===== src/rtl/core_seq.sv =====
// Attention-core instruction sequencer: loads Q/K rows from the host, runs the
// kernel-load and execute phases, then drains, normalises and stores each output row.
module core_seq #(
  parameter int pr      = 8,
  parameter int TIMEOUT = 255
) (
  input  logic        clk,
  input  logic        reset,
  input  logic        start,
  input  logic [3:0]  len,
  input  logic        in_valid,
  output logic        in_ready,
  input  logic        fifo_valid,
  output logic [21:0] inst,
  output logic        busy,
  output logic        done,
  output logic        err
);

  localparam int RW = (pr > 1) ? $clog2(pr) : 1;
  localparam int WW = $clog2(TIMEOUT + 1);

  localparam int PMEM_WR  = 0;
  localparam int PMEM_RD  = 1;
  localparam int KMEM_WR  = 2;
  localparam int KMEM_RD  = 3;
  localparam int QMEM_WR  = 4;
  localparam int QMEM_RD  = 5;
  localparam int KLOAD    = 6;
  localparam int EXEC     = 7;
  localparam int OFIFO_RD = 16;
  localparam int DIV      = 17;
  localparam int ACC      = 18;
  localparam int SFP_WR   = 19;

  typedef enum logic [3:0] {
    IDLE, WR_Q, WR_K, K_LOAD, GAP, Q_EXEC, WAIT_F, RD_ROW, NORM, STORE, DONE
  } state_t;

  state_t        state_q, state_d;
  logic [RW-1:0] row_q, row_d;
  logic [RW-1:0] lastRow_q, lastRow_d;
  logic [WW-1:0] wdog_q, wdog_d;
  logic [21:0]   inst_q, inst_d;
  logic          done_q, done_d;
  logic          err_q, err_d;

  logic [3:0]    rowAddr;
  logic          atLast;

  assign rowAddr  = 4'(row_q);
  assign atLast   = (row_q == lastRow_q);
  assign inst     = inst_q;
  assign done     = done_q;
  assign err      = err_q;
  assign busy     = (state_q != IDLE);
  assign in_ready = (state_q == WR_Q) || (state_q == WR_K);

  // inst_d is the strobe word for this cycle's action; it is registered so the
  // core sees it one cycle later with no input-to-output combinational path.
  always_comb begin
    state_d   = state_q;
    row_d     = row_q;
    lastRow_d = lastRow_q;
    wdog_d    = wdog_q;
    err_d     = err_q;
    done_d    = 1'b0;
    inst_d    = '0;

    case (state_q)
      IDLE: begin
        if (start) begin
          state_d = WR_Q;
          row_d   = '0;
          wdog_d  = '0;
          err_d   = 1'b0;
          if (len == 4'd0)
            lastRow_d = '0;
          else if (int'(len) > pr)
            lastRow_d = RW'(pr - 1);
          else
            lastRow_d = RW'(len - 4'd1);
        end
      end

      WR_Q: begin
        if (in_valid) begin
          inst_d[QMEM_WR] = 1'b1;
          inst_d[15:12]   = rowAddr;
          if (atLast) begin
            row_d   = '0;
            state_d = WR_K;
          end else begin
            row_d = row_q + 1'b1;
          end
        end
      end

      WR_K: begin
        if (in_valid) begin
          inst_d[KMEM_WR] = 1'b1;
          inst_d[15:12]   = rowAddr;
          if (atLast) begin
            row_d   = '0;
            state_d = K_LOAD;
          end else begin
            row_d = row_q + 1'b1;
          end
        end
      end

      K_LOAD: begin
        inst_d[KMEM_RD] = 1'b1;
        inst_d[KLOAD]   = 1'b1;
        inst_d[15:12]   = rowAddr;
        if (atLast) begin
          row_d   = '0;
          state_d = GAP;
        end else begin
          row_d = row_q + 1'b1;
        end
      end

      // Holds the kernel-load strobe one extra cycle while the last K read lands.
      GAP: begin
        inst_d[KLOAD] = 1'b1;
        state_d       = Q_EXEC;
      end

      Q_EXEC: begin
        inst_d[QMEM_RD] = 1'b1;
        inst_d[EXEC]    = 1'b1;
        inst_d[15:12]   = rowAddr;
        if (atLast) begin
          row_d   = '0;
          wdog_d  = '0;
          state_d = WAIT_F;
        end else begin
          row_d = row_q + 1'b1;
        end
      end

      WAIT_F: begin
        if (fifo_valid) begin
          state_d = RD_ROW;
        end else if (wdog_q == WW'(TIMEOUT - 1)) begin
          err_d   = 1'b1;
          state_d = DONE;
        end else begin
          wdog_d = wdog_q + 1'b1;
        end
      end

      RD_ROW: begin
        inst_d[OFIFO_RD] = 1'b1;
        inst_d[ACC]      = 1'b1;
        state_d          = NORM;
      end

      NORM: begin
        inst_d[DIV]    = 1'b1;
        inst_d[SFP_WR] = 1'b1;
        state_d        = STORE;
      end

      STORE: begin
        inst_d[PMEM_WR] = 1'b1;
        inst_d[11:8]    = rowAddr;
        if (atLast) begin
          state_d = DONE;
        end else begin
          row_d = row_q + 1'b1;
          if (fifo_valid) begin
            state_d = RD_ROW;
          end else begin
            wdog_d  = '0;
            state_d = WAIT_F;
          end
        end
      end

      DONE: begin
        done_d  = 1'b1;
        state_d = IDLE;
      end

      default: state_d = IDLE;
    endcase
  end

  always_ff @(posedge clk or negedge reset) begin
    if (!reset) begin
      state_q   <= IDLE;
      row_q     <= '0;
      lastRow_q <= '0;
      wdog_q    <= '0;
      inst_q    <= '0;
      done_q    <= 1'b0;
      err_q     <= 1'b0;
    end else begin
      state_q   <= state_d;
      row_q     <= row_d;
      lastRow_q <= lastRow_d;
      wdog_q    <= wdog_d;
      inst_q    <= inst_d;
      done_q    <= done_d;
      err_q     <= err_d;
    end
  end

  // PMEM_RD is part of the word format but this sequencer never reads pmem.
  logic unusedIdx;
  assign unusedIdx = (PMEM_RD != 1);

endmodule


===== config.mk =====
export PLATFORM = sky130hd
export DESIGN_NAME = core_seq
export DESIGN_NICKNAME = d
export VERILOG_FILES = /design/src/rtl/core_seq.sv
export SDC_FILE = /design/constraint.sdc
export NUM_CORES = 1
export LEC_CHECK = 0
export ABC_AREA = 1
export CAP_MARGIN = 20
export CORE_ASPECT_RATIO = 2
export CORE_MARGIN = 1.5
export CORE_UTILIZATION = 45
export DETAILED_ROUTE_END_ITERATION = 12
export PLACE_DENSITY_LB_ADDON = 0.2
export SLEW_MARGIN = 30
export SYNTH_ARGS = -nofsm -noshare
export SYNTH_HDL_FRONTEND = slang
export SYNTH_SLANG_ARGS = --single-unit

===== constraint.sdc =====
create_clock -name clk -period 3.25 [get_ports clk]
set_input_delay 0.4875 -clock clk [delete_from_list [all_inputs] [get_ports clk]]
set_output_delay 0.4875 -clock clk [all_outputs]
set_load 0.1 [all_outputs]

==> run_results.csv <==
group,metric,value,unit
outcome,outcome,"finished clean",
worst_setup_path,cp_slowest_cell,"clkdlybuf4s50_1",
placement,post-dp-hpwl,3350,um
floorplan,die_w,49.7,um
yosys,synth_seq_area_share,0.433,
worst_hold_path,min_path_type,"reg2reg",
final_layout,antenna_cells,0,
yosys,ys_warn_count,0,
yosys,syn_inst,260,
flow_run,cap_violations,0,
timing,worst_pin_slew,0.980,ns
timing,finalSetupTns,0,ns
floorplan,core.rowCount,33,
final_layout,final_cell_mix,"nand2_1 (75), dfrtp_1 (34), nor2_1 (33)",
timing,period_minus_slack,2.25,ns
power_and_ir_drop,pwr_density_cell,982,nW/um^2
worst_setup_path,cp_top_family,"buffers and inverters",
final_layout,final_common_cell,"nand2_1",
clocking,cts-hold-fix-buffers,0,
detailed_routing,ant_nets,0,
worst_setup_path,worst-path-max-fanout,2,
timing,drv_slew,0,
clocking,htree_levels,2,
clocking,clock_path_buffers,2,
yosys,synth.area.top_cells,"dfrtp_1 (43%), nand2_1 (14%), nand3_1 (7.9%)",
timing,period_share,0.693,
yosys,yosys.area.top_type,"dfrtp_1",
clocking,clkSinkCount,34,
detailed_routing,num_vias,1697,
yosys,post-synth-top-area-fraction,0.433,
worst_setup_path,max_stage_delay,1.13,ns
clocking,numCtsBuffers,5,
timing,slew_headroom,0.345,
power_and_ir_drop,pwr-share-seq,0.259,
clocking,cts-resized-gates,0,
global_route,grt_usage,0.207,
global_route,grt_max_degree,35,
yosys,synth_cell_types,27,
timing,fin_worst_skew,0.00626,ns
power_and_ir_drop,power.internal,1.03,mW
final_layout,syn_to_final_growth,20.5,%
clocking,clock_latency,0.29,ns
power_and_ir_drop,swShare,0.558,
final_layout,layout.nets,305,
floorplan,start_util,0.476,
power_and_ir_drop,p_sw,1.30,mW
global_route,grt_pass1_wl,7450,um
clocking,cts_setup_buffers,0,
yosys,syn_area_per_cell,7.56,sq um
final_layout,final_layout_size_suffix_gt1_frac,0.119,
floorplan,core_area,4130,sq um
detailed_routing,first_iter_violations,42,
final_layout,multi_input_area,940,sq um
timing,grt_setup_unrepaired,"no",
yosys,ys_ff_latch,34,
power_and_ir_drop,clkPwrFrac,0.142,
global_route,grt_overflow,0,
placement,gp_congestion,0.843,
clocking,cts_tree,"done",
global_route,grt_pass1_vias,1651,
timing,hold_viol_final,0,
power_and_ir_drop,ir_drop,905,uV
detailed_routing,drt-wirelength-per-cell,12.7,um
worst_setup_path,cp_data_required_time,2.76,ns
worst_setup_path,path_cells,"clkdlybuf4s50_1",
worst_setup_path,critPathKind,"reg2out",
timing,max_freq,444,MHz
floorplan,io_pins,35,
timing,setup_viol,0,
worst_setup_path,crit_arrival,1.77,ns
final_layout,seq_area,851,sq um
worst_setup_path,critPathCaptureType,"output port",
timing,hold_slack,0.517,ns
worst_setup_path,start_kind,"flip-flop",
final_layout,n_fill_cell,399,
clocking,cts_root_buffer,"clkbuf_8",
floorplan,die_y,96.4,um
detailed_routing,drcViolationCount,0,
power_and_ir_drop,leakage,1.23,nW
detailed_routing,drt_first_pass_iters,4,
worst_setup_path,crit_buf_inv,1,
global_route,antenna_found_initial,0,
power_and_ir_drop,comb_power_share,0.599,
floorplan,dieArea,4790,sq um
detailed_routing,drt_wl_total,4370,um
clocking,clk_pin_slew_worst_paths,0.07,ns
detailed_routing,vias_per_cell,4.92,
yosys,netlist_area,1960,sq um
placement,io_buffers,29,
==> final timing paths <==
kind                             from         to  slack, ns  cells past startpoint
min in group asynchronous       reset    inst[2]       0.61                      2
hold reg to reg                   err        err       0.52                      2
setup reg to reg           state_q[2]  wdog_q[4]       1.57                      8
setup / recovery                  err        err        1.0                      1
max in group asynchronous       reset   row_q[1]       2.33                      2
hold / removal                    err        err       0.52                      2
==> tightest hold or removal path, stage by stage, from the launching register on <==
cell and delay [ns]:
dfrtp_1 0.35, a31oi_1 0.04, nor2_1 0.08
==> per-stage QoR <==
step	util	setup WS [ns]	power (mW)	instance area (sq um)	cells
3_5_place_dp	0.550	1.30	2.00	2270	337
2_1_floorplan	-	1.14	1.71	1980	264
4_1_cts	0.573	0.990	2.34	2370	345
6_report	0.573	0.997	2.32	2370	345
3_3_place_gp	0.550	1.30	1.99	2270	337
5_1_grt	0.573	0.946	2.48	2370	345
==> cells in the mapped netlist <==
library cell and n:
a21oi_1 4, a31oi_1 1, buf_2 1, buf_4 8, conb_1 1, dfrtp_1 34
ha_1 4, inv_1 28, inv_2 5, nand2_1 75, nand2_2 7, nand2_4 2
nand3_1 31, nand3_2 4, nand4_1 1, nor2_1 33, nor2_2 1, nor2_4 4
nor2_8 1, nor3_1 1, o211ai_1 1, o21ai_0 4, o21ai_1 1, o22ai_1 2
or2_0 1, xnor2_1 2, xor2_1 3
==> per-layer routing <==
| metal | global-route usage | routed length [um] | vias to the layer above | share of wire |
|---|---|---|---|---|
| met4 | 0.137 | 142 | 0 | 0.032 |
| met3 | 0.0308 | 130 | 12 | 0.030 |
| met2 | 0.394 | 2470 | 41 | 0.57 |
| met5 | 0 | 0 | - | 0 |
| met1 | 0.201 | 1630 | 783 | 0.37 |
| li1 | - | - | 861 | - |
==> layout make-up <==
type / instances / share of cell area
Clock inverter: 2 / 0.00529
Tap cell: 52 / 0.0275
Timing Repair Buffer: 30 / 0.124
Sequential cell: 34 / 0.359
Multi-Input combinational cell: 188 / 0.397
Clock buffer: 6 / 0.0349
Inverter: 33 / 0.0523
==> cell families after synthesis <==
logic type | after synthesis | synth area share
and+or+nand+nor | 161 | 0.385
buffers and inverters | 42 | 0.0962
DFF | 34 | 0.433
AOI/OAI and AO/OA | 13 | 0.0363
xor gates and xnor gates | 5 | 0.0223
adders and majority gates | 4 | 0.0255
other | 1 | 0.00191
==> power by group through the flow <==
| stage | clock, mW | combinational (mW) | sequential, mW |
|---|---|---|---|
| after floorplan | 0 | 0.876 | 0.829 |
| after global placement | 0 | 1.38 | 0.608 |
| after detailed placement | 0 | 1.39 | 0.608 |
| after CTS | 0.336 | 1.40 | 0.601 |
| after global routing | 0.351 | 1.52 | 0.611 |
| final | 0.330 | 1.39 | 0.602 |
==> flip-flops by register name (all words and copies together), names as in the netlist <==
name / count
wdog_q: 8
row_q: 3
lastRow_q: 3
state_q: 4
inst: 14
done: 1
err: 1
Power figures use the tool's default switching activity.
